$ cat config.mk
export PLATFORM = sky130hd
export DESIGN_NAME = pe_simd_mac_flat
export DESIGN_NICKNAME = d
export VERILOG_FILES = /design/src/rtl/pe_simd_mac_if.sv /design/src/rtl/pe_simd_mac.sv /design/src/flat_wrapper.sv
export SDC_FILE = /design/constraint.sdc
export NUM_CORES = 2
export LEC_CHECK = 0
export CAP_MARGIN = 20
export CORE_MARGIN = 5
export CORE_UTILIZATION = 50
export CTS_CLUSTER_DIAMETER = 100
export CTS_CLUSTER_SIZE = 40
export DETAILED_ROUTE_END_ITERATION = 16
export GPL_TIMING_DRIVEN = 0
export PLACE_DENSITY = 0.71
export SLEW_MARGIN = 0
export SYNTH_ARGS = -nofsm -noshare
export SYNTH_HDL_FRONTEND = slang
export SYNTH_SLANG_ARGS = --single-unit
$ cat constraint.sdc
create_clock -name clk_i -period 11.4 [get_ports clk_i]
set_clock_uncertainty 0.05 [all_clocks]
set_input_delay 2.85 -clock clk_i [delete_from_list [all_inputs] [get_ports clk_i]]
set_output_delay 2.85 -clock clk_i [all_outputs]
set_load 0.1 [all_outputs]
$ cat src/rtl/pe_simd_mac_if.sv
// rtl/pe_simd_mac_if.sv - operand, result and status bundle for one pe_simd_mac array cell
interface pe_simd_mac_if #(
    parameter int DATA_WIDTH = 8,
    parameter int BUS_WIDTH  = 32,
    parameter int LANES      = 4,
    parameter int CNT_WIDTH  = 16
);
    logic                          start_operation_i;
    logic                          signed_mode_i;
    logic                          data_valid_i;
    logic [LANES*DATA_WIDTH-1:0]   data_A_i;
    logic [LANES*DATA_WIDTH-1:0]   data_B_i;
    logic [LANES*DATA_WIDTH-1:0]   data_A_o;
    logic [LANES*DATA_WIDTH-1:0]   data_B_o;
    logic                          data_valid_o;
    logic [LANES*BUS_WIDTH-1:0]    accum_o;
    logic                          accum_valid_o;
    logic                          accum_ready_i;
    logic [LANES-1:0]              ov_flag_o;
    logic [CNT_WIDTH-1:0]          mac_count_o;
    logic                          busy_o;

    modport master (
        output start_operation_i, signed_mode_i, data_valid_i, data_A_i, data_B_i, accum_ready_i,
        input  data_A_o, data_B_o, data_valid_o, accum_o, accum_valid_o, ov_flag_o, mac_count_o, busy_o
    );

    modport slave (
        input  start_operation_i, signed_mode_i, data_valid_i, data_A_i, data_B_i, accum_ready_i,
        output data_A_o, data_B_o, data_valid_o, accum_o, accum_valid_o, ov_flag_o, mac_count_o, busy_o
    );
endinterface

$ cat src/rtl/pe_simd_mac.sv
// rtl/pe_simd_mac.sv - multi-lane systolic MAC processing element with drain handshake
// Optional clamp-on-overflow per lane when PE_SATURATE_EN is defined; wrap-around otherwise.
module pe_simd_mac #(
    parameter int DATA_WIDTH = 8,
    parameter int BUS_WIDTH  = 32,
    parameter int LANES      = 4,
    parameter int CNT_WIDTH  = 16
) (
    input  logic          clk_i,
    input  logic          rst_i,
    pe_simd_mac_if.slave  bus
);
    typedef enum logic [1:0] {IDLE, ACCUM, DRAIN} state_t;

    state_t                      state;
    logic                        mode_q;
    logic                        busy_q;
    logic                        valid_q;
    logic                        dv_q;
    logic [LANES*DATA_WIDTH-1:0] a_q;
    logic [LANES*DATA_WIDTH-1:0] b_q;
    logic [CNT_WIDTH-1:0]        cnt_q;
    logic [LANES-1:0]            ov_q;
    logic [BUS_WIDTH-1:0]        acc_q  [LANES];
    logic [BUS_WIDTH-1:0]        acc_nx [LANES];
    logic [LANES-1:0]            lane_ov;

    for (genvar l = 0; l < LANES; l++) begin : g_lane
        logic [DATA_WIDTH-1:0]          a;
        logic [DATA_WIDTH-1:0]          b;
        logic [2*DATA_WIDTH-1:0]        prod_u;
        logic signed [2*DATA_WIDTH-1:0] prod_s;
        logic [BUS_WIDTH-1:0]           ext_u;
        logic signed [BUS_WIDTH-1:0]    ext_s;
        logic [BUS_WIDTH-1:0]           addend;
        logic [BUS_WIDTH:0]             sum;

        assign a      = bus.data_A_i[l*DATA_WIDTH +: DATA_WIDTH];
        assign b      = bus.data_B_i[l*DATA_WIDTH +: DATA_WIDTH];
        // Both operands widened to 2*DATA_WIDTH so the low half of the product is exact.
        assign prod_u = {{DATA_WIDTH{1'b0}}, a} * {{DATA_WIDTH{1'b0}}, b};
        assign prod_s = $signed({{DATA_WIDTH{a[DATA_WIDTH-1]}}, a}) *
                        $signed({{DATA_WIDTH{b[DATA_WIDTH-1]}}, b});
        assign ext_u  = BUS_WIDTH'(prod_u);
        assign ext_s  = BUS_WIDTH'(prod_s);
        assign addend = mode_q ? ext_s : ext_u;
        assign sum    = {1'b0, acc_q[l]} + {1'b0, addend};

        assign lane_ov[l] = mode_q ? ((acc_q[l][BUS_WIDTH-1] == addend[BUS_WIDTH-1]) &&
                                      (sum[BUS_WIDTH-1] != acc_q[l][BUS_WIDTH-1]))
                                   : sum[BUS_WIDTH];

`ifdef PE_SATURATE_EN
        logic [BUS_WIDTH-1:0] sat_val;
        // On a signed overflow the accumulator sign tells the direction of the excursion.
        assign sat_val = !mode_q             ? {BUS_WIDTH{1'b1}} :
                         acc_q[l][BUS_WIDTH-1] ? {1'b1, {(BUS_WIDTH-1){1'b0}}}
                                               : {1'b0, {(BUS_WIDTH-1){1'b1}}};
        assign acc_nx[l] = lane_ov[l] ? sat_val : sum[BUS_WIDTH-1:0];
`else
        assign acc_nx[l] = sum[BUS_WIDTH-1:0];
`endif

        assign bus.accum_o[l*BUS_WIDTH +: BUS_WIDTH] = acc_q[l];
    end

    always_ff @(posedge clk_i) begin
        if (rst_i) begin
            state   <= IDLE;
            mode_q  <= 1'b0;
            busy_q  <= 1'b0;
            valid_q <= 1'b0;
            dv_q    <= 1'b0;
            a_q     <= '0;
            b_q     <= '0;
            cnt_q   <= '0;
            ov_q    <= '0;
            for (int l = 0; l < LANES; l++) acc_q[l] <= '0;
        end else begin
            case (state)
                IDLE: begin
                    dv_q <= 1'b0;
                    a_q  <= '0;
                    b_q  <= '0;
                    if (bus.start_operation_i) begin
                        state  <= ACCUM;
                        busy_q <= 1'b1;
                        mode_q <= bus.signed_mode_i;
                        cnt_q  <= '0;
                        ov_q   <= '0;
                        for (int l = 0; l < LANES; l++) acc_q[l] <= '0;
                    end
                end
                ACCUM: begin
                    if (bus.start_operation_i) begin
                        dv_q <= bus.data_valid_i;
                        if (bus.data_valid_i) begin
                            a_q  <= bus.data_A_i;
                            b_q  <= bus.data_B_i;
                            ov_q <= ov_q | lane_ov;
                            for (int l = 0; l < LANES; l++) acc_q[l] <= acc_nx[l];
                            if (cnt_q != {CNT_WIDTH{1'b1}}) cnt_q <= cnt_q + CNT_WIDTH'(1);
                        end
                    end else begin
                        // Falling start closes the window; a beat on this cycle is dropped.
                        state   <= DRAIN;
                        valid_q <= 1'b1;
                        dv_q    <= 1'b0;
                        a_q     <= '0;
                        b_q     <= '0;
                    end
                end
                DRAIN: begin
                    if (bus.accum_ready_i) begin
                        state   <= IDLE;
                        valid_q <= 1'b0;
                        busy_q  <= 1'b0;
                    end
                end
                default: begin
                    state   <= IDLE;
                    valid_q <= 1'b0;
                    busy_q  <= 1'b0;
                end
            endcase
        end
    end

    assign bus.data_A_o      = a_q;
    assign bus.data_B_o      = b_q;
    assign bus.data_valid_o  = dv_q;
    assign bus.accum_valid_o = valid_q;
    assign bus.ov_flag_o     = ov_q;
    assign bus.mac_count_o   = cnt_q;
    assign bus.busy_o        = busy_q;
endmodule

$ cat src/flat_wrapper.sv
// flat-port wrapper written by rule: the top's interface ports become plain ports
module pe_simd_mac_flat 
#(
    parameter int DATA_WIDTH = 8,
    parameter int BUS_WIDTH  = 32,
    parameter int LANES      = 4,
    parameter int CNT_WIDTH  = 16
)
  (clk_i, rst_i, bus_start_operation_i, bus_signed_mode_i, bus_data_valid_i, bus_data_A_i, bus_data_B_i, bus_accum_ready_i, bus_data_A_o, bus_data_B_o, bus_data_valid_o, bus_accum_o, bus_accum_valid_o, bus_ov_flag_o, bus_mac_count_o, bus_busy_o);
  pe_simd_mac_if #(.DATA_WIDTH(DATA_WIDTH), .BUS_WIDTH(BUS_WIDTH), .LANES(LANES), .CNT_WIDTH(CNT_WIDTH)) bus_i ();
  input  logic clk_i;
  input  logic rst_i;
  input wire logic [$bits(bus_i.start_operation_i)-1:0] bus_start_operation_i;
  input wire logic [$bits(bus_i.signed_mode_i)-1:0] bus_signed_mode_i;
  input wire logic [$bits(bus_i.data_valid_i)-1:0] bus_data_valid_i;
  input wire logic [$bits(bus_i.data_A_i)-1:0] bus_data_A_i;
  input wire logic [$bits(bus_i.data_B_i)-1:0] bus_data_B_i;
  input wire logic [$bits(bus_i.accum_ready_i)-1:0] bus_accum_ready_i;
  output wire logic [$bits(bus_i.data_A_o)-1:0] bus_data_A_o;
  output wire logic [$bits(bus_i.data_B_o)-1:0] bus_data_B_o;
  output wire logic [$bits(bus_i.data_valid_o)-1:0] bus_data_valid_o;
  output wire logic [$bits(bus_i.accum_o)-1:0] bus_accum_o;
  output wire logic [$bits(bus_i.accum_valid_o)-1:0] bus_accum_valid_o;
  output wire logic [$bits(bus_i.ov_flag_o)-1:0] bus_ov_flag_o;
  output wire logic [$bits(bus_i.mac_count_o)-1:0] bus_mac_count_o;
  output wire logic [$bits(bus_i.busy_o)-1:0] bus_busy_o;
  assign bus_i.start_operation_i = bus_start_operation_i;
  assign bus_i.signed_mode_i = bus_signed_mode_i;
  assign bus_i.data_valid_i = bus_data_valid_i;
  assign bus_i.data_A_i = bus_data_A_i;
  assign bus_i.data_B_i = bus_data_B_i;
  assign bus_i.accum_ready_i = bus_accum_ready_i;
  assign bus_data_A_o = bus_i.data_A_o;
  assign bus_data_B_o = bus_i.data_B_o;
  assign bus_data_valid_o = bus_i.data_valid_o;
  assign bus_accum_o = bus_i.accum_o;
  assign bus_accum_valid_o = bus_i.accum_valid_o;
  assign bus_ov_flag_o = bus_i.ov_flag_o;
  assign bus_mac_count_o = bus_i.mac_count_o;
  assign bus_busy_o = bus_i.busy_o;
  pe_simd_mac #(.DATA_WIDTH(DATA_WIDTH), .BUS_WIDTH(BUS_WIDTH), .LANES(LANES), .CNT_WIDTH(CNT_WIDTH)) u_core (.clk_i(clk_i), .rst_i(rst_i), .bus(bus_i));
endmodule
==> run summary <==
The flow ran to the end, and the final reports show no timing, DRC or antenna violations. The clock passes through at most 3 buffers. At the pin with the least slew margin, the transition time is 1171 ps. The post-route total power came out at 6.554 mW. The critical path arrival came out at 10960 ps. Leaving out fill and tap cells, the most frequent cells in the layout are sky130_fd_sc_hd__inv_1 (660), sky130_fd_sc_hd__ha_1 (361), sky130_fd_sc_hd__fa_1 (344).

The half-perimeter wire length after placement is 64260 um. The count of fill cells added during filler insertion is 5400. The critical path's slowest cell is sky130_fd_sc_hd__clkdlybuf4s50_1. The insertion delay to the later sink of the worst-skew pair is 540 ps.

The analysis attributes to cell leakage a power of 16.46 nW. The all-layer global routing usage is 0.2407. The via count of the first global-routing pass came out at 23.73k. The global-route wire length before repair is 125400 um. The core footprint is 0.05913 sq mm.

The register area came out at 0.005325 sq mm. In this run the worst hold path is classified as flip-flop to flip-flop. The largest fanout of any net on the critical path came out at 16. The instance count of the mapped netlist is 3361.

After floorplanning, the core was divided into 89 placement rows. The floorplan die width came out at 254.6 um. For this run, asynchronously set or reset flops after synthesis account for 0. Entering global routing, the biggest net connects 25 pins. The initial antenna violation count is 5. Headroom to the max-slew limit came out at 0.2170. The endpoint class of the critical path is a flip-flop. The detailed-router iteration count before antenna repair came out at 7. Counting flops with a built-in enable in the synthesized netlist gives 96. The register area share after synthesis came out at 0.1781. The post-synthesis net count came out at 4136. The mean post-synth cell area is 8.898 sq um. The number of setup violations in the final report came out at 0. The finished cells cover 0.03408 sq mm.

The final layout net count came out at 4400. The summed instance area of the synthesized netlist came out at 0.02991 sq mm. The buffers plus inverters on the worst setup path came out at 7. The number of I/O pins came out at 285.

The standard cell area after detailed placement is 0.03335 sq mm. The cell occurring most often along the worst timing path is sky130_fd_sc_hd__inv_1. The max-capacitance violation count came out at 0. Subtracting the final worst setup slack from the clock period gives 10590 ps. The total negative slack for setup checks is 0 ps. The number of clock sinks seen by CTS came out at 218.

The area enclosed by the die boundary is 0.06481 sq mm. CTS placed an instance of sky130_fd_sc_hd__clkbuf_16 at the clock tree root. The worst setup path is of the primary input to flip-flop kind. The final-report max-slew violation count was 0. The die is 254.6 um tall. The number of endpoints with negative hold slack in the final report is 0. The maximum frequency from static timing analysis came out at 94.46 MHz. TritonCTS built the clock tree. After synthesis, the netlist uses 76 different library cells.

The fraction of layout instances using a drive strength above 1 is 0.02640. The worst path required time came out at 11770 ps. The CTS clock-pin slew for the worst setup and hold paths came out at 100 ps.

The post-detailed-route via-to-cell ratio came out at 5.330. The routed length per placed instance came out at 17.72 um. Synthesis inferred 218 register bits.

The ratio of final minimum period to clock period came out at 0.9286. The largest single stage delay on the critical path is 660 ps. The post-CTS repair timing setup buffer count came out at 0. STA classifies the critical path startpoint as a primary input. The initial utilization of the core area, before any placement, comes to 0.5058. The area taken by multi-input logic gates came out at 0.02168 sq mm. Setup repair after global routing left no endpoint under its margin. The detailed-route wire length is 78210 um. The number of port buffers came out at 236. In the synthesized netlist the dominant register cell turns out to be sky130_fd_sc_hd__dfxtp_1. The global placement routability congestion is 0.8724. The remaining global-route overflow is 0. The residual DRC count came out at 0. The maximum level of the CTS H-tree is 1.

The post-cts hold buffer count is 0. The maximum ir drop on the vdd rail came out at 0.1344 mV. The power per cell area is 192.3 mW/mm^2.

The synthesis warning total came out at 0. Clock tree synthesis inserted a total of 19 buffers. The kind of cell with the highest combined delay along the critical path is adder cells.

The iteration-0 DRC count of the detailed router came out at 1058. The layout overhead on the synthesized area is 13.95%. The number of gates resized after CTS was 0.

The library cell used most frequently in the layout, excluding fill and tap cells, is sky130_fd_sc_hd__inv_1. The via count came out at 23.52k. The residual antenna-violating net count after detailed routing is 0.
-- state kept, by name, summed over array words and instances, names as in the netlist --
| name | cells |
|---|---|
| u_core.state | 2 |
| u_core.acc_q | 128 |
| u_core.bus.data_A_o | 32 |
| u_core.bus.data_B_o | 32 |
| u_core.bus.ov_flag_o | 4 |
| u_core.mode_q | 1 |
| u_core.bus.data_valid_o | 1 |
| u_core.bus.mac_count_o | 16 |
| u_core.bus.accum_valid_o | 1 |
| u_core.bus.busy_o | 1 |
-- kinds of logic after synthesis --
family,Yosys count,synth area share
XOR/XNOR,232,0.06794
flip-flops,218,0.1781
multiplexers,23,0.008325
adder cells (fa/ha/maj),705,0.3813
buffers and inverters,772,0.09714
AO/OA/AOI/OAI,622,0.1399
AND/OR/NAND/NOR,789,0.1273
-- Yosys cell counts (43+ instances only) --
cell type                  count  area share
sky130_fd_sc_hd__inv_1       660       0.083
sky130_fd_sc_hd__ha_1        361        0.15
sky130_fd_sc_hd__fa_1        344        0.23
sky130_fd_sc_hd__nand2_1     212       0.027
sky130_fd_sc_hd__nor2_1      212       0.027
sky130_fd_sc_hd__a21oi_1     190       0.032
sky130_fd_sc_hd__and2_1      161       0.034
sky130_fd_sc_hd__xnor2_1     152       0.045
sky130_fd_sc_hd__dfxtp_1     122       0.082
sky130_fd_sc_hd__clkbuf_1    106       0.013
sky130_fd_sc_hd__o21ai_0      97       0.016
sky130_fd_sc_hd__edfxtp_1     96       0.096
sky130_fd_sc_hd__xor2_1       80       0.023
sky130_fd_sc_hd__a22o_1       67       0.020
sky130_fd_sc_hd__a21o_1       62       0.016
sky130_fd_sc_hd__nand3_1      44      0.0074
sky130_fd_sc_hd__o21bai_1     44       0.011
sky130_fd_sc_hd__nand2b_1     43      0.0090
-- layer usage --
| layer | up-vias | track usage | routed length (um) |
|---|---|---|---|
| met5 | - | 0 | 41 |
| met2 | 569 | 0.3861 | 34680 |
| met3 | 112 | 0.05384 | 5879 |
| met1 | 11370 | 0.3328 | 35140 |
| met4 | 6 | 0.06409 | 2465 |
| li1 | 11460 | - | - |
-- report_power, final --
part           internal [mW]  switching [mW]  total (mW)
registers              0.857          0.0345       0.891
clock network          0.359           0.388       0.748
logic                   2.05            2.87        4.92
-- per-stage QoR --
stage          cells  utilization  worst slack, ps  hold WS, ps
4_1_cts         4408       0.5758            834.9        429.5
3_5_place_dp    4375       0.5640            275.6        405.4
2_1_floorplan   3361            -             1843        423.5
5_1_grt         4410       0.5762            188.8        439.4
6_report        4413       0.5764            813.5        429.4
3_3_place_gp    4370       0.5621            356.2        406.1
-- layout make-up --
| type | instances | share of cell area |
|---|---|---|
| inverters | 660 | 0.07269 |
| clock buffers | 19 | 0.01395 |
| flip-flops and latches | 218 | 0.1563 |
| well taps | 773 | 0.02838 |
| clock inverters | 14 | 0.006608 |
| repair buffers | 243 | 0.07328 |
| plain buffers | 112 | 0.01256 |
| diodes | 3 | 0.0002203 |
| multi-input cells | 2371 | 0.6361 |
-- final timing paths --
kind / cells after the start / slack (ps) / to / startpoint
setup / recovery: 32 / 810 / u_core.acc_q[2][30] / bus_data_B_i[23]
hold / removal: 1 / 430 / u_core.bus.data_B_o[9] / u_core.bus.data_B_o[9]
setup reg to reg: 15 / 5970 / u_core.acc_q[2][30] / u_core.mode_q
hold reg to reg: 1 / 430 / u_core.bus.data_B_o[9] / u_core.bus.data_B_o[9]
Note: power is estimated with default switching activity, not from simulation.
